File: src/rtl/mem_access_stage.sv
// Registered MEM stage: latches EX results, runs load/store on a req/ack
// data-memory port, steers store lanes and formats load data.
module mem_access_stage #(
  parameter int TIMEOUT = 16
) (
  input  logic        clk_i,
  input  logic        rst_i,
  input  logic        valid_i,
  input  logic        RegWrite_i,
  input  logic        MemtoReg_i,
  input  logic        MemRead_i,
  input  logic        MemWrite_i,
  input  logic [2:0]  funct3_i,
  input  logic [31:0] ALUresult_i,
  input  logic [31:0] WriteData_i,
  input  logic [4:0]  INS_11_7_i,
  output logic        stall_o,
  output logic        mem_req_o,
  output logic        mem_we_o,
  output logic [31:0] mem_addr_o,
  output logic [31:0] mem_wdata_o,
  output logic [3:0]  mem_be_o,
  input  logic        mem_ack_i,
  input  logic [31:0] mem_rdata_i,
  output logic        valid_o,
  output logic        RegWrite_o,
  output logic        MemtoReg_o,
  output logic [31:0] ALUresult_o,
  output logic [31:0] Readdata_o,
  output logic [4:0]  INS_11_7_o,
  output logic        err_o
);

  // state | meaning
  // IDLE  | accepting EX: pass-through, bubbles, rejected memory ops
  // BUSY  | request outstanding, waiting for mem_ack_i or timeout
  typedef enum logic {IDLE = 1'b0, BUSY = 1'b1} state_t;

  localparam int TW = (TIMEOUT > 1) ? $clog2(TIMEOUT) : 1;
  localparam logic [TW-1:0] TMR_LOAD = TW'(TIMEOUT - 1);

  state_t        r_state;
  logic [TW-1:0] r_tmr;
  logic [2:0]    r_f3;
  logic [1:0]    r_lane;
  logic          r_rw;
  logic          r_m2r;
  logic [4:0]    r_rd;
  logic [31:0]   r_alu;

  logic        w_mem_op;
  logic        w_f3_ok;
  logic        w_misalign;
  logic        w_legal;
  logic        w_accept;
  logic        w_tmo;
  logic [3:0]  w_be;
  logic [31:0] w_wdata;
  logic [7:0]  w_byte;
  logic [15:0] w_half;
  logic [31:0] w_load;

  assign w_mem_op = MemRead_i | MemWrite_i;

  always_comb begin
    w_f3_ok = 1'b0;
    if (MemWrite_i)
      w_f3_ok = ~funct3_i[2] & (funct3_i[1:0] != 2'b11);
    else
      w_f3_ok = (funct3_i != 3'b011) & (funct3_i[2:1] != 2'b11);
  end

  assign w_misalign = ((funct3_i[1:0] == 2'b01) & ALUresult_i[0]) |
                      ((funct3_i[1:0] == 2'b10) & (ALUresult_i[1:0] != 2'b00));
  assign w_legal  = w_f3_ok & ~w_misalign;
  assign w_accept = (r_state == IDLE) & valid_i & w_mem_op & w_legal;
  // An ack in the terminal-count cycle wins over the timeout.
  assign w_tmo    = (r_state == BUSY) & ~mem_ack_i & (r_tmr == '0);
  assign stall_o  = w_accept | ((r_state == BUSY) & ~mem_ack_i & ~w_tmo);

  always_comb begin
    w_be    = 4'b1111;
    w_wdata = WriteData_i;
    case (funct3_i[1:0])
      2'b00: begin
        w_be    = 4'b0001 << ALUresult_i[1:0];
        w_wdata = {4{WriteData_i[7:0]}};
      end
      2'b01: begin
        w_be    = ALUresult_i[1] ? 4'b1100 : 4'b0011;
        w_wdata = {2{WriteData_i[15:0]}};
      end
      default: ;
    endcase
  end

  always_comb begin
    w_byte = mem_rdata_i[7:0];
    case (r_lane)
      2'd1:    w_byte = mem_rdata_i[15:8];
      2'd2:    w_byte = mem_rdata_i[23:16];
      2'd3:    w_byte = mem_rdata_i[31:24];
      default: ;
    endcase
    w_half = r_lane[1] ? mem_rdata_i[31:16] : mem_rdata_i[15:0];
    case (r_f3)
      3'b000:  w_load = {{24{w_byte[7]}}, w_byte};
      3'b100:  w_load = {24'h0, w_byte};
      3'b001:  w_load = {{16{w_half[15]}}, w_half};
      3'b101:  w_load = {16'h0, w_half};
      default: w_load = mem_rdata_i;
    endcase
  end

  always_ff @(posedge clk_i or posedge rst_i) begin
    if (rst_i) begin
      r_state     <= IDLE;
      r_tmr       <= '0;
      r_f3        <= '0;
      r_lane      <= '0;
      r_rw        <= 1'b0;
      r_m2r       <= 1'b0;
      r_rd        <= '0;
      r_alu       <= '0;
      mem_req_o   <= 1'b0;
      mem_we_o    <= 1'b0;
      mem_addr_o  <= '0;
      mem_wdata_o <= '0;
      mem_be_o    <= '0;
      valid_o     <= 1'b0;
      RegWrite_o  <= 1'b0;
      MemtoReg_o  <= 1'b0;
      ALUresult_o <= '0;
      Readdata_o  <= '0;
      INS_11_7_o  <= '0;
      err_o       <= 1'b0;
    end else begin
      valid_o    <= 1'b0;
      RegWrite_o <= 1'b0;
      err_o      <= 1'b0;
      if (r_state == IDLE) begin
        if (valid_i && !w_mem_op) begin
          valid_o     <= 1'b1;
          RegWrite_o  <= RegWrite_i;
          MemtoReg_o  <= MemtoReg_i;
          ALUresult_o <= ALUresult_i;
          INS_11_7_o  <= INS_11_7_i;
          Readdata_o  <= '0;
        end else if (valid_i && !w_legal) begin
          valid_o     <= 1'b1;
          err_o       <= 1'b1;
          MemtoReg_o  <= MemtoReg_i;
          ALUresult_o <= ALUresult_i;
          INS_11_7_o  <= INS_11_7_i;
          Readdata_o  <= '0;
        end else if (w_accept) begin
          r_state     <= BUSY;
          r_tmr       <= TMR_LOAD;
          r_f3        <= funct3_i;
          r_lane      <= ALUresult_i[1:0];
          r_rw        <= RegWrite_i;
          r_m2r       <= MemtoReg_i;
          r_rd        <= INS_11_7_i;
          r_alu       <= ALUresult_i;
          mem_req_o   <= 1'b1;
          mem_we_o    <= MemWrite_i;
          mem_addr_o  <= {ALUresult_i[31:2], 2'b00};
          mem_be_o    <= w_be;
          mem_wdata_o <= w_wdata;
        end
      end else begin
        if (mem_ack_i || w_tmo) begin
          r_state     <= IDLE;
          mem_req_o   <= 1'b0;
          valid_o     <= 1'b1;
          MemtoReg_o  <= r_m2r;
          ALUresult_o <= r_alu;
          INS_11_7_o  <= r_rd;
          RegWrite_o  <= mem_ack_i & r_rw & ~mem_we_o;
          Readdata_o  <= (mem_ack_i && !mem_we_o) ? w_load : 32'h0;
          err_o       <= ~mem_ack_i;
        end else begin
          r_tmr <= r_tmr - TW'(1);
        end
      end
    end
  end

endmodule

File: config.mk
export PLATFORM = sky130hd
export DESIGN_NAME = mem_access_stage
export DESIGN_NICKNAME = d
export VERILOG_FILES = /design/src/rtl/mem_access_stage.sv
export SDC_FILE = /design/constraint.sdc
export NUM_CORES = 1
export LEC_CHECK = 0
export CORE_MARGIN = 2
export CORE_UTILIZATION = 40
export DETAILED_ROUTE_END_ITERATION = 16
export PLACE_DENSITY = 0.76
export REMOVE_ABC_BUFFERS = 1
export SLEW_MARGIN = 10
export SYNTH_ARGS = -nofsm -noshare
export SYNTH_HDL_FRONTEND = slang
export SYNTH_SLANG_ARGS = --single-unit
File: constraint.sdc
create_clock -name clk_i -period 5.71 [get_ports clk_i]
set_input_delay 1.142 -clock clk_i [delete_from_list [all_inputs] [get_ports clk_i]]
set_output_delay 1.142 -clock clk_i [all_outputs]
set_load 0.01 [all_outputs]
## Word-level counts from Yosys, hierarchy flattened

Index checks and enable logic that the tools add are counted.
W data, S select, Z words.

| cells by class | value |
|---|---|
| add/subtract/negate cells | 1 |
| multiply operators | 0 |
| divide/modulo/power cells | 0 |
| $lt $le $gt $ge | 0 |
| equality and inequality tests | 15 |
| shifts and indexed selects | 1 |
| muxes and demuxes | 49 |
| bitwise gates (word level) | 24 |
| reduce and logical (&&, ||, !) cells | 17 |

Operators with widths:

| kind | count |
|---|---|
| $mux W32 | 9 |
| $pmux W32 S4 | 1 |
| $pmux W32 S2 | 1 |
| $mux W1 | 25 |
| $mux W4 | 6 |
| $pmux W8 S3 | 1 |
| $mux W5 | 4 |
| $mux W16 | 1 |
| $and A1 B1 Y1 | 13 |
| $reduce_and A4 Y1 | 3 |
| $ne A2 B2 Y1 const B | 5 |
| $not A1 Y1 | 8 |
| $pmux W4 S2 | 1 |
| $eq A2 B2 Y1 const B | 3 |
| $eq A3 B3 Y1 const B | 2 |
| $eq A2 B1 Y1 const B | 2 |
| $logic_not A4 Y1 | 1 |
| $reduce_bool A2 Y1 | 2 |
| $shl A1 B2 Y4 const A | 1 |
| $sub A4 B1 Y4 const B | 1 |
| $eq A3 B1 Y1 const B | 1 |
| $logic_and A1 B1 Y1 | 3 |
| $logic_not A1 Y1 | 3 |
| $logic_not A3 Y1 | 1 |
| 7 further kinds | 9 |

| word-level totals | value |
|---|---|
| flip-flop bits (word level) | 190 |
| latch bits | 0 |
| bits in writable memories | 0 |
| ROM bits | 0 |
| input port bits | 112 |
| output and inout port bits | 144 |
| logic and storage cells | 127 |
| memories kept | 0 |

## Longest topological paths before layout

Gate-level depths: netlist (run 1).

| logic depth | value |
|---|---|
| depth after elaboration | 10 |
| mapped depth | 8 |
| depth with buffers taken out | 6 |

## Worst setup path after synthesis (run 1)

OpenSTA, ideal clock, no wires.

| path | value |
|---|---|
| path kind | input to output |
| start | in ALUresult_i[1] |
| end | out stall_o |
| data arrival time | 2.469 ns |
| data required time | 4.568 ns |
| slack | 2.099 ns |
| cell stages on the path | 5 |
| path buffers | 2 |
| cell sequence | or4_4 -> a2111o_1 -> buf_2 -> buf_6 -> nand2_1 |

| on the way | value |
|---|---|
| word-level cells in the longest chain between the ends | 7 |

RTL lines:

| element | RTL line | RTL |
|---|---|---|
| start, declared | 14 | `input logic [31:0] ALUresult_i,` |
| $reduce_bool A2 Y1 | 74 | `((funct3_i[1:0] == 2'b10) & (ALUresult_i[1:0] != 2'b00));` |
| $and A1 B1 Y1 | 74 |  |
| $or A1 B1 Y1 | 73 | `assign w_misalign = ((funct3_i[1:0] == 2'b01) & ALUresult_i[0]) \|` |
| $not A1 Y1 | 75 | `assign w_legal = w_f3_ok & ~w_misalign;` |
| $and A1 B1 Y1 | 75 |  |
| $and A1 B1 Y1 | 76 | `assign w_accept = (r_state == IDLE) & valid_i & w_mem_op & w_legal;` |
| $or A1 B1 Y1 | 79 | `assign stall_o = w_accept \| ((r_state == BUSY) & ~mem_ack_i & ~w_tmo);` |
| end, declared | 17 | `output logic stall_o,` |

Every way passes these cells.

## Final worst setup path (run 1)

| path | value |
|---|---|
| start | in ALUresult_i[0] |
| end | out stall_o |

| on the way | value |
|---|---|
| word-level cells in the longest chain between the ends | 7 |
| elaborated cells on any way between the ends | 8 |
| those cells by class | bitwise: 7; reduce/logical: 1 |

RTL lines:

| element | RTL line |
|---|---|
| $reduce_bool A2 Y1 | 74 |
| $and A1 B1 Y1 | 74 |
| $or A1 B1 Y1 (*) | 73 |
| $not A1 Y1 (*) | 75 |
| $and A1 B1 Y1 (*) | 75 |
| $and A1 B1 Y1 (*) | 76 |
| $or A1 B1 Y1 (*) | 79 |

Mark *: on every way between the ends. The rest lies on a longest branch, timed or not.

==> results.json, run 1 <==
{
  "status": "completed",
  "wire_per_inst_microns": 18.5,
  "drc_errors": 0,
  "first_pass_iters": 5,
  "synth.distinct_cells": 46,
  "cp_slowest_cell": "or4_4",
  "slew_violations": 0,
  "grt_max_degree": 100,
  "worstHoldPathType": "reg2reg",
  "worst_pin_slew_ps": 983,
  "p_leak_nw": 4.93,
  "diodes": 0,
  "setup_viol": 0,
  "crit_path_max_incr_delay_ps": 580,
  "min_path_cells": 2,
  "track_usage": 0.215,
  "hold_buffers": 0,
  "layout.cells.non_filler": 1388,
  "swShare": 0.325,
  "seqPwrFrac": 0.384,
  "drt-vias-per-instance": 5.54,
  "fin_skew_ps": 8.27,
  "finalCritPeriodShare": 0.811,
  "crit_type": "in2out",
  "mostFrequentLayoutCells": "clkdlybuf4s50_1 (252), dfrtp_1 (157), nand2_1 (122)",
  "numPlacedInstances": 1355,
  "synthCells": 914,
  "final_common_cell": "clkdlybuf4s50_1",
  "fillCellCount": 1989,
  "vdd_drop_max_mv": 0.193,
  "yosysWarnings": 0,
  "cts-resized-gates": 0,
  "worstPathRequired_ps": 4570,
  "grt_pass1_vias": 7703,
  "drive_above_1_share": 0.151,
  "routed_wl_microns": 25600,
  "cts_root_buf": "clkbuf_16",
  "fmax_mhz": 216,
  "path_buf_inv": 2,
  "end_kind": "output port",
  "internal_power_w": 0.00294,
  "max-cap-violations": 0,
  "dp_hpwl_microns": 16900,
  "hold_viol": 0,
  "rsz0062_at_grt": "no",
  "path_depth": 5,
  "die_y_microns": 154,
  "cp_max_fo": 6,
  "synth-seq-area-share": 0.442,
  "cts_made_buffers": 17,
  "cts_setup_buffers": 0,
  "port_buffers": 253,
  "gp_congestion": 0.814,
  "finalCriticalPeriod_ps": 4630,
  "coreArea_sq_mm": 0.0219,
  "max_slew_margin": 0.345,
  "grt_overflow": 0,
  "pwr-share-comb": 0.350,
  "synth_ff_type": "dfrtp_1",
  "drtIter0Drc": 401,
  "antenna_found_initial": 0,
  "grt_pass1_wl_microns": 41200,
  "p_clk_frac": 0.266,
  "ys_seq_elements": 158,
  "clk_pin_slew_ps": 60,
  "rr_worst_depth": 8,
  "crit_chain": "clkdlybuf4s50_1 -> or4_4 -> a2111o_2 -> nand2_1 -> clkdlybuf4s50_1",
  "clockBufferDepth": 2,
  "insertion_delay_ps": 430,
  "syn_area_sq_mm": 0.00895,
  "fin_setup_tns_ps": 0,
  "synth-edff-count": 0,
  "die_x_microns": 154,
  "clock_sinks": 158,
  "start_util": 0.409,
  "critPathLaunchType": "input port",
  "syn_area_per_cell_sq_um": 9.79,
  "final_nets": 1209,
  "area_growth_pct": 34.5,
  "p_switching_w": 0.00141,
  "rows": 54,
  "htree_levels": 4,
  "cp_top_family": "buffers and inverters",
  "power.density_mw_per_mm2": 361,
  "ios": 256,
  "ant_nets": 0,
  "die-area_sq_mm": 0.0236,
  "dr_total_vias": 7693,
  "cts_tree": "built",
  "worstPathArrival_ps": 3490,
  "critPathMostFrequentCell": "clkdlybuf4s50_1",
  "synthArstFlopShare": 1.00
}
-- state kept, by name, summed over array words and instances (netlist names) --
name / flops
r_rd: 5
mem_be_o: 4
r_f3: 3
mem_we_o: 1
MemtoReg_o: 1
mem_wdata_o: 32
r_alu: 31
INS_11_7_o: 5
r_m2r: 1
Readdata_o: 32
err_o: 1
mem_req_o: 1
valid_o: 1
RegWrite_o: 1
r_tmr: 4
r_rw: 1
ALUresult_o: 32
r_state: 1
r_lane: 1
-- Yosys cell counts, drive strengths merged, types with 18 or more instances --
cell,instances,area (sq um)
and3,26,163
a31oi,29,181
mux2,102,1170
dfrtp,158,3950
and3b,18,158
mux2i,26,260
nand2b,40,250
nor2,31,116
nand2,122,458
o22ai,22,138
clkbuf,62,233
buf,49,330
o211ai,81,608
a21oi,27,139
o21ai,39,195
-- cell type report --
type	count	area, sq um	area share
Clock buffer	17	425	0.0354
Clock inverter	15	160	0.0133
Inverter	9	38.8	0.00322
Multi-Input combinational cell	637	4430	0.368
Sequential cell	158	3960	0.329
Tap cell	280	350	0.0291
Timing Repair Buffer	272	2670	0.222
-- kinds of logic (layout without fill, tap and decap cells) --
kind of cell	after synthesis	after routing	share of synthesized area
fa+ha+maj	2	2	0.00280
buf+inv	120	313	0.0667
simple gates	278	278	0.156
other cells	1	2	0.000419
flops	158	158	0.442
compound gates	223	223	0.166
xor+xnor	2	2	0.00196
mux	130	130	0.165
-- through the flow --
step | hold WS, ps | total power, W | setup WS, ps | utilization | area [sq um]
2_1_floorplan | 460 | 0.00236 | 142 | - | 8390
3_3_place_gp | 461 | 0.00318 | 1060 | 0.523 | 11400
3_5_place_dp | 469 | 0.00322 | 1060 | 0.523 | 11400
4_1_cts | 484 | 0.00439 | 1050 | 0.549 | 12000
5_1_grt | 500 | 0.00459 | 1030 | 0.550 | 12000
6_report | 476 | 0.00435 | 1080 | 0.550 | 12000
-- worst min-delay path, stage by stage, from the launching register on --
cell and delay [ps]:
dfrtp_1 340, nand2_1 50, o21ai_0 60
-- layer usage --
| metal | track usage | vias to the layer above | wire [microns] |
|---|---|---|---|
| met3 | 0.0521 | 41 | 1600 |
| li1 | - | 3653 | - |
| met5 | 0 | - | 0 |
| met2 | 0.346 | 238 | 12100 |
| met1 | 0.284 | 3761 | 11400 |
| met4 | 0.0734 | 0 | 586 |
-- path summary, 6_finish.rpt --
kind	slack, ps	startpoint	to
min in group asynchronous	1280	rst_i	r_alu[3]$_DFFE_PP0P_
worst max register to register	2570	r_state$_DFF_PP0_	Readdata_o[25]$_DFFE_PP0P_
worst max-delay path	1080	ALUresult_i[0]	stall_o
max in group asynchronous	3390	rst_i	Readdata_o[18]$_DFFE_PP0P_
worst min register to register	480	mem_wdata_o[14]$_DFFE_PP0P_	mem_wdata_o[14]$_DFFE_PP0P_
worst min-delay path	480	mem_wdata_o[14]$_DFFE_PP0P_	mem_wdata_o[14]$_DFFE_PP0P_
-- power groups by stage --
stage	combinational, W	sequential, W	clock (W)
floorplan	0.000593	0.00177	0
global placement	0.00150	0.00168	0
detailed placement	0.00153	0.00169	0
CTS	0.00154	0.00167	0.00118
global route	0.00165	0.00172	0.00123
finish	0.00152	0.00167	0.00116
Note: power is estimated with default switching activity, not from simulation.
==> run 2: changes to the inputs <==
--- a/config.mk
+++ b/config.mk
@@ -8,7 +8,7 @@
 export CORE_MARGIN = 2
 export CORE_UTILIZATION = 40
 export DETAILED_ROUTE_END_ITERATION = 16
-export PLACE_DENSITY = 0.76
+export PLACE_DENSITY = 0.73
 export REMOVE_ABC_BUFFERS = 1
 export SLEW_MARGIN = 10
 export SYNTH_ARGS = -nofsm -noshare
==> constraint.sdc (replaced) <==
create_clock -name clk_i -period 4.7 [get_ports clk_i]
set_input_delay 0.94 -clock clk_i [delete_from_list [all_inputs] [get_ports clk_i]]
set_output_delay 0.94 -clock clk_i [all_outputs]
set_load 0.01 [all_outputs]
==> results.json, run 2 (synthesis gave the netlist of run 1 again) <==
{
  "status": "completed",
  "rsz0062_at_grt": "no",
  "ant_nets": 0,
  "pwr-share-comb": 0.351,
  "cp_slowest_cell": "clkdlybuf4s50_1",
  "worstHoldPathType": "reg2reg",
  "die_x_microns": 154,
  "regToRegStartpoint": "r_alu[1]$_DFFE_PP0P_",
  "final_nets": 1208,
  "wire_per_inst_microns": 18.5,
  "end_kind": "output port",
  "track_usage": 0.218,
  "swShare": 0.327,
  "die-area_sq_mm": 0.0236,
  "min_path_cells": 2,
  "dp_hpwl_microns": 16700,
  "antenna_found_initial": 0,
  "crit_path_max_incr_delay_ps": 610,
  "cts_tree": "built",
  "setup_viol": 0,
  "cp_max_fo": 6,
  "internal_power_w": 0.00355,
  "grt_pass1_vias": 7561,
  "cts_setup_buffers": 0,
  "crit_type": "in2out",
  "p_switching_w": 0.00173,
  "gr-usage-met3": 0.0389,
  "reg2reg_to": "Readdata_o[11]$_DFFE_PP0P_",
  "hold_path.startpoint": "mem_be_o[2]$_DFFE_PP0P_",
  "rr_worst_depth": 4,
  "insertion_delay_ps": 430,
  "hold_slack_ps": 485,
  "cts_root_buf": "clkbuf_16",
  "dr_total_vias": 7750,
  "ios": 256,
  "top_regs": "ALUresult_o: 32 flops, Readdata_o: 32 flops, mem_wdata_o: 32 flops",
  "grt_max_degree": 97,
  "first_pass_iters": 5,
  "met2_usage": 0.340,
  "grt.busiest_layer": "met2",
  "htree_levels": 4,
  "crit_chain": "clkdlybuf4s50_1 -> or4_4 -> a2111o_2 -> nand2_1 -> clkdlybuf4s50_1",
  "gp_congestion": 0.802,
  "p_leak_nw": 4.94,
  "reg2reg_slack_ps": 2120,
  "final_common_cell": "clkdlybuf4s50_1",
  "p_clk_frac": 0.264,
  "clk_pin_slew_ps": 60,
  "drc_errors": 0,
  "clock_sinks": 158,
  "slew_violations": 0,
  "max-cap-violations": 0,
  "whs_endpoint": "mem_be_o[2]$_DFFE_PP0P_",
  "fmax_mhz": 238,
  "seqPwrFrac": 0.386,
  "worstPathRequired_ps": 3760,
  "clockBufferDepth": 2,
  "vdd_drop_max_mv": 0.237,
  "fillCellCount": 1969,
  "diodes": 0,
  "routed_wl_microns": 25700,
  "finalCritPeriodShare": 0.895,
  "port_buffers": 253,
  "dpl_cell_area_sq_mm": 0.0115,
  "max_slew_margin": 0.304,
  "grtUsageMet1": 0.301,
  "start_util": 0.409,
  "fin_skew_ps": 13.1,
  "critPathLaunchType": "input port",
  "grt_pass1_wl_microns": 41700,
  "cts-resized-gates": 0,
  "power.density_mw_per_mm2": 438,
  "cts_made_buffers": 17,
  "mostFrequentLayoutCells": "clkdlybuf4s50_1 (252), dfrtp_1 (157), nand2_1 (122)",
  "hold_buffers": 0,
  "hold_viol": 0,
  "drtIter0Drc": 422,
  "worst_pin_slew_ps": 1040,
  "area_growth_pct": 34.6,
  "coreArea_sq_mm": 0.0219,
  "drt-vias-per-instance": 5.59,
  "drive_above_1_share": 0.150,
  "worstPathArrival_ps": 3270,
  "finalCriticalPeriod_ps": 4210,
  "rows": 54,
  "die_y_microns": 154,
  "final_cell_area_sq_mm": 0.0120,
  "critPathMostFrequentCell": "clkdlybuf4s50_1",
  "grt_overflow": 0
}
run 2: cell count changes in the layout (fill, tap and decap cells not counted), sizes merged:
| cell | previous run | this run |
|---|---|---|
| buf | 20 | 19 |
| clkinv | 6 | 9 |
| bufinv | 2 | 1 |
| clkbuf | 17 | 19 |
| inv | 12 | 11 |
| clkinvlp | 4 | 1 |
run 2: layer usage:
metal | vias up | wire, microns
met5 | - | 0
met2 | 249 | 12100
met1 | 3808 | 11500
met3 | 44 | 1360
li1 | 3649 | -
met4 | 0 | 766
run 2: worst max path at each step:
stage / start / cells after the start / to / slack, ps
after global routing: ALUresult_i[0] / 5 / stall_o / 440
after CTS: ALUresult_i[0] / 5 / stall_o / 490
after floorplan: r_state$_DFF_PP0_ / 2 / stall_o / -670
after detailed placement: ALUresult_i[0] / 5 / stall_o / 500
final: ALUresult_i[0] / 5 / stall_o / 490
after global placement: ALUresult_i[0] / 5 / stall_o / 490
run 2: layout make-up:
type                       instances  area, sq um  share of cell area
clock inverter                    13          131              0.0109
timing repair buffer             271         2680               0.222
sequential                       158         3960               0.329
multi-input combinational        637         4430               0.368
inverter                           9         38.8             0.00322
tap                              280          350              0.0291
clock buffer                      19          453              0.0376
run 2: worst max-delay path, delay by kind of cell:
| kind | cells | cell delay (ps) |
|---|---|---|
| compound gates | 1 | 510 |
| buf+inv | 2 | 1160 |
| simple gates | 2 | 660 |
run 2: power groups by stage:
stage / Sequential, W / Clock, W / Combinational, W
global route: 0.00209 / 0.00148 / 0.00200
detailed placement: 0.00205 / 0 / 0.00186
floorplan: 0.00215 / 0 / 0.000721
global placement: 0.00205 / 0 / 0.00182
finish: 0.00203 / 0.00139 / 0.00185
CTS: 0.00203 / 0.00142 / 0.00187
run 2: stage by stage:
step / setup slack, ps / std cells / util / TNS, ps / total power [W]
floorplan: -666 / 804 / - / -96570 / 0.00287
global route: 437 / 1387 / 0.550 / 0 / 0.00558
CTS: 495 / 1387 / 0.550 / 0 / 0.00532
finish: 495 / 1387 / 0.550 / 0 / 0.00527
global placement: 490 / 1355 / 0.523 / 0 / 0.00387
detailed placement: 502 / 1355 / 0.523 / 0 / 0.00391
==> run 3: changes to the inputs <==
--- a/config.mk
+++ b/config.mk
@@ -8,6 +8,7 @@
 export CORE_MARGIN = 2
 export CORE_UTILIZATION = 40
 export DETAILED_ROUTE_END_ITERATION = 16
+export MAX_ROUTING_LAYER = met4
 export PLACE_DENSITY = 0.73
 export REMOVE_ABC_BUFFERS = 1
 export SLEW_MARGIN = 10
==> results.json, run 3 (synthesis gave the netlist of run 1 again) <==
{
  "status": "completed",
  "fmax_mhz": 237,
  "cp_max_fo": 6,
  "end_kind": "output port",
  "cts_made_buffers": 17,
  "wire_per_inst_microns": 18.5,
  "antenna_found_initial": 0,
  "max-cap-violations": 0,
  "finalPower_w": 0.00527,
  "start_util": 0.409,
  "pwr-share-comb": 0.351,
  "final_nets": 1208,
  "grt_pass1_vias": 7588,
  "track_usage": 0.225,
  "die_x_microns": 154,
  "drt-vias-per-instance": 5.58,
  "insertion_delay_ps": 430,
  "final_common_cell": "clkdlybuf4s50_1",
  "hold_buffers": 0,
  "ios": 256,
  "grt_overflow": 0,
  "final_cell_area_sq_mm": 0.0120,
  "internal_power_w": 0.00355,
  "diodes": 0,
  "worst_pin_slew_ps": 1060,
  "p_switching_w": 0.00173,
  "vdd_drop_max_mv": 0.237,
  "grt_max_degree": 97,
  "coreArea_sq_mm": 0.0219,
  "top_regs": "ALUresult_o: 32 flops, Readdata_o: 32 flops, mem_wdata_o: 32 flops",
  "finalCriticalPeriod_ps": 4220,
  "cts_setup_buffers": 0,
  "critPathLaunchType": "input port",
  "hold_viol": 0,
  "first_pass_iters": 4,
  "worstHoldPathType": "reg2reg",
  "seqPwrFrac": 0.386,
  "die-area_sq_mm": 0.0236,
  "cts_root_buf": "clkbuf_16",
  "clk_pin_slew_ps": 60,
  "cts_tree": "built",
  "rsz0062_at_grt": "no",
  "clock_sinks": 158,
  "power.density_mw_per_mm2": 438,
  "port_buffers": 253,
  "clockBufferDepth": 2,
  "mostFrequentLayoutCells": "clkdlybuf4s50_1 (252), dfrtp_1 (157), nand2_1 (122)",
  "fillCellCount": 1969,
  "p_clk_frac": 0.263,
  "max_slew_margin": 0.290,
  "seq_area_sq_mm": 0.00396,
  "crit_type": "in2out",
  "area_growth_pct": 34.6,
  "slew_violations": 0,
  "dp_hpwl_microns": 16700,
  "worstPathArrival_ps": 3280,
  "htree_levels": 4,
  "finalCritPeriodShare": 0.897,
  "dr_total_vias": 7741,
  "multi_input_area_sq_mm": 0.00443,
  "die_y_microns": 154,
  "grt_pass1_wl_microns": 41600,
  "ant_nets": 0,
  "p_leak_nw": 4.94,
  "swShare": 0.327,
  "routed_wl_microns": 25700,
  "drtIter0Drc": 421,
  "rows": 54,
  "hold_slack_ps": 486,
  "drive_above_1_share": 0.150,
  "drc_errors": 0,
  "fin_skew_ps": 12.0,
  "gp_congestion": 0.814,
  "worstPathRequired_ps": 3760,
  "setup_viol": 0,
  "cts-resized-gates": 0,
  "dpl_cell_area_sq_mm": 0.0115
}
==> run 3: cell counts in the layout (fill, tap and decap cells not counted) <==
Identical to the previous run, type by type.
==> run 3: final cells by class <==
cell class                 instances  area share
tap                              280      0.0291
sequential                       158       0.329
clock buffer                      19      0.0376
inverter                           9     0.00322
multi-input combinational        637       0.368
timing repair buffer             271       0.222
clock inverter                    13      0.0109
==> run 3: power by group through the flow <==
stage	combinational, W	sequential (W)	clock (W)
2_1_floorplan	0.000721	0.00215	0
3_3_place_gp	0.00182	0.00205	0
3_5_place_dp	0.00186	0.00205	0
4_1_cts	0.00187	0.00203	0.00142
5_1_grt	0.00200	0.00209	0.00148
6_report	0.00185	0.00203	0.00139
==> run 3: layer usage <==
| metal | track usage | share of wire | vias up |
|---|---|---|---|
| met1 | 0.302 | 0.45 | 3817 |
| li1 | - | - | 3646 |
| met3 | 0.0355 | 0.050 | 39 |
| met5 | - | 0 | - |
| met4 | 0.0900 | 0.026 | 0 |
| met2 | 0.341 | 0.47 | 239 |
==> run 3: metrics by stage <==
step | utilization | TNS [ps] | setup slack (ps) | instances
after global routing | 0.550 | 0 | 437 | 1387
after global placement | 0.523 | 0 | 490 | 1355
after floorplan | - | -96570 | -666 | 804
after detailed placement | 0.523 | 0 | 502 | 1355
after CTS | 0.550 | 0 | 495 | 1387
final | 0.550 | 0 | 485 | 1387
==> run 3: path summary, 6_finish.rpt <==
path	cells past startpoint	slack (ps)	from	endpoint
worst max-delay path	5	480	ALUresult_i[0]	stall_o
worst min-delay path	2	490	mem_be_o[0]$_DFFE_PP0P_	mem_be_o[0]$_DFFE_PP0P_
worst max register to register	4	2120	r_alu[1]$_DFFE_PP0P_	Readdata_o[11]$_DFFE_PP0P_
worst min register to register	2	490	mem_be_o[0]$_DFFE_PP0P_	mem_be_o[0]$_DFFE_PP0P_
max in group asynchronous	3	2740	rst_i	mem_wdata_o[29]$_DFFE_PP0P_
min in group asynchronous	2	1060	rst_i	ALUresult_o[7]$_DFFE_PP0P_
==> run 3: critical path, cell delays in order <==
cell             delay (ps)
clkdlybuf4s50_1         550
or4_4                   570
a2111o_2                510
nand2_1                  90
clkdlybuf4s50_1         610
==> RTL change, RTL diff (flow settings as in run 2) <==
Make the reset (`rst_i`) synchronous in one clocked block.
--- a/src/rtl/mem_access_stage.sv
+++ b/src/rtl/mem_access_stage.sv
@@ -113,5 +113,5 @@
   end
 
-  always_ff @(posedge clk_i or posedge rst_i) begin
+  always_ff @(posedge clk_i) begin
     if (rst_i) begin
       r_state     <= IDLE;
Function: changed (Yosys sat finds a counterexample within 4 cycles, from zero or initial values and one cycle with rst_i high; the reset may be asserted at any time).
==> RTL change against run 2 <==
- sequential cell count did not move
- cell count shrank 12%
- area after synthesis is 23% lower
- register-to-register slack gained 0.02 ns
- via count down 15%
- setup slack improved by 0.015 ns
- non-clock buffer count is 5 lower
- wire length down 16%
- design area down 18%
- utilization increased by 2.6 points
- largest cell class unchanged
- highest routed layer unchanged
Power is not compared: it rests on default switching activity, and its combinational part moved more than twofold at a synthesized area within 25%.
==> RTL change: results (changes against run 2) <==
Tot GR Track Use 0.225 (was 0.218); Pre-antenna DRT Iters 4 (was 5); Final Skew 0.00968 ns (was 0.0131 ns); sequential share of the synthesized area 0.458 (was 0.442); number of I/O port buffers 253 (unchanged); layout cells sized above 1 0.0677 (was 0.150); Synthesis Warnings 0 (unchanged); clock-pin transition on the worst setup and hold timing paths 0.06 ns (about the same); status finished clean (unchanged); Routability Congestion 0.806 (was 0.802); CTS root buf clkbuf_16 (unchanged); largest net degree at the start of global routing 89 (was 97); post-cts gate resize count 0 (unchanged); asr flop ratio synth 0 (was 1.00); Setup Buffers After CTS 0 (unchanged); worst hold path depth 2 (unchanged); post-synth cell types 44 (was 46); Hold/Removal Path Class register to register (unchanged); number of global-route vias before repair 6,190 (was 7,561); Reg2Reg Depth 7 (was 4); CP max FO 9 (was 6); H-Tree Level Count 4 (unchanged); CTS Buf Count 17 (unchanged); setup slack at placement 0.505 ns (was 0.502 ns); crit path DAT 3.25 ns (was 3.27 ns); final WL 21,500 um (was 25,700 um); Post-layout nets 1,091 (was 1,208); DR iter-0 viols 390 (was 422); synth top area cells dfxtp_1 (46%), nand2_1 (7.8%), a21oi_1 (7.5%) (was dfrtp_1 (44%), mux2_2 (12%), o211ai_1 (6.8%)); max_slew headroom 0.359 (was 0.304); maximum VDD drop 0.250 mV; Lkg Pwr 3.40 nW; ANT cells 0 (unchanged); Skew-Pair Late Insertion Delay 0.42 ns; initial antenna violation count 0 (unchanged); CTS Buffer Depth 2 (unchanged); vias per inst 5.43 (was 5.59); DP HPWL 13,900 um (was 16,700 um); Post-synth top cells dfxtp_1 (158), nand2_1 (144), a21oi_1 (104) (was dfrtp_1 (158), nand2_1 (122), mux2_2 (97)); Regs by FF count ALUresult_o x32, Readdata_o x32, mem_wdata_o x32 (unchanged); first-pass GRT wire length 32,700 um (was 41,700 um)
## RTL change: cell count changes in the layout (fill, tap and decap cells not counted), moves of 38 or more
| cell | before | now |
|---|---|---|
| a21oi_1 | 26 | 104 |
| dfrtp_1 | 157 | 0 |
| o211ai_1 | 81 | 8 |
| dfxtp_1 | 0 | 158 |
| a32oi_1 | 1 | 39 |
| mux2_2 | 97 | 9 |
## RTL change: power breakdown
group          internal, W  leakage, nW  switching, W
Sequential         0.00140         1.29     0.0000368
Clock             0.000736        0.269      0.000592
Combinational     0.000258         1.84      0.000255
## RTL change: per-stage QoR
step | cells | util | area [um2]
final | 1215 | 0.576 | 9830
after global routing | 1215 | 0.576 | 9830
after CTS | 1215 | 0.576 | 9830
after detailed placement | 1183 | 0.544 | 9270
after global placement | 1183 | 0.544 | 9270
after floorplan | 692 | - | 6330
## RTL change: cell type report
cell class / count / area, um2
Inverter: 5 / 18.8
Tap cell: 225 / 282
Multi-Input combinational cell: 529 / 3180
Fill cell: 1565 / 7230
Timing Repair Buffer: 266 / 2630
Clock inverter: 15 / 135
Sequential cell: 158 / 3160
Clock buffer: 17 / 425
## RTL change: logic make-up (layout without fill, tap and decap cells)
kind of cell    count (synthesis)  in the layout  share of synthesized area
simple gates                  217            217                      0.137
mux                            35             35                     0.0542
buf+inv                       109            303                     0.0866
compound gates                271            271                      0.257
flops                         158            158                      0.458
fa+ha+maj                       2              2                    0.00362
other cells                     1              2                   0.000543
xor+xnor                        2              2                    0.00254
## RTL change: path summary, 6_finish.rpt
check             slack [ns]               to             from
setup / recovery        0.51          stall_o   ALUresult_i[0]
hold / removal          0.45  mem_wdata_o[28]  mem_wdata_o[28]
setup reg to reg        2.14   Readdata_o[24]         r_tmr[0]
hold reg to reg         0.45  mem_wdata_o[28]  mem_wdata_o[28]
## RTL change: layer usage
layer,vias up,GRT usage,share of wire
met3,32,0.0741,0.090
li1,3177,-,-
met5,-,0,0
met2,267,0.363,0.47
met4,0,0.0683,0.020
met1,3120,0.287,0.42
## RTL change: worst max-delay path: stages
cell	delay, ns
clkdlybuf4s50_1	0.58
or4_4	0.65
a211o_2	0.33
o21ai_0	0.11
clkdlybuf4s50_1	0.64
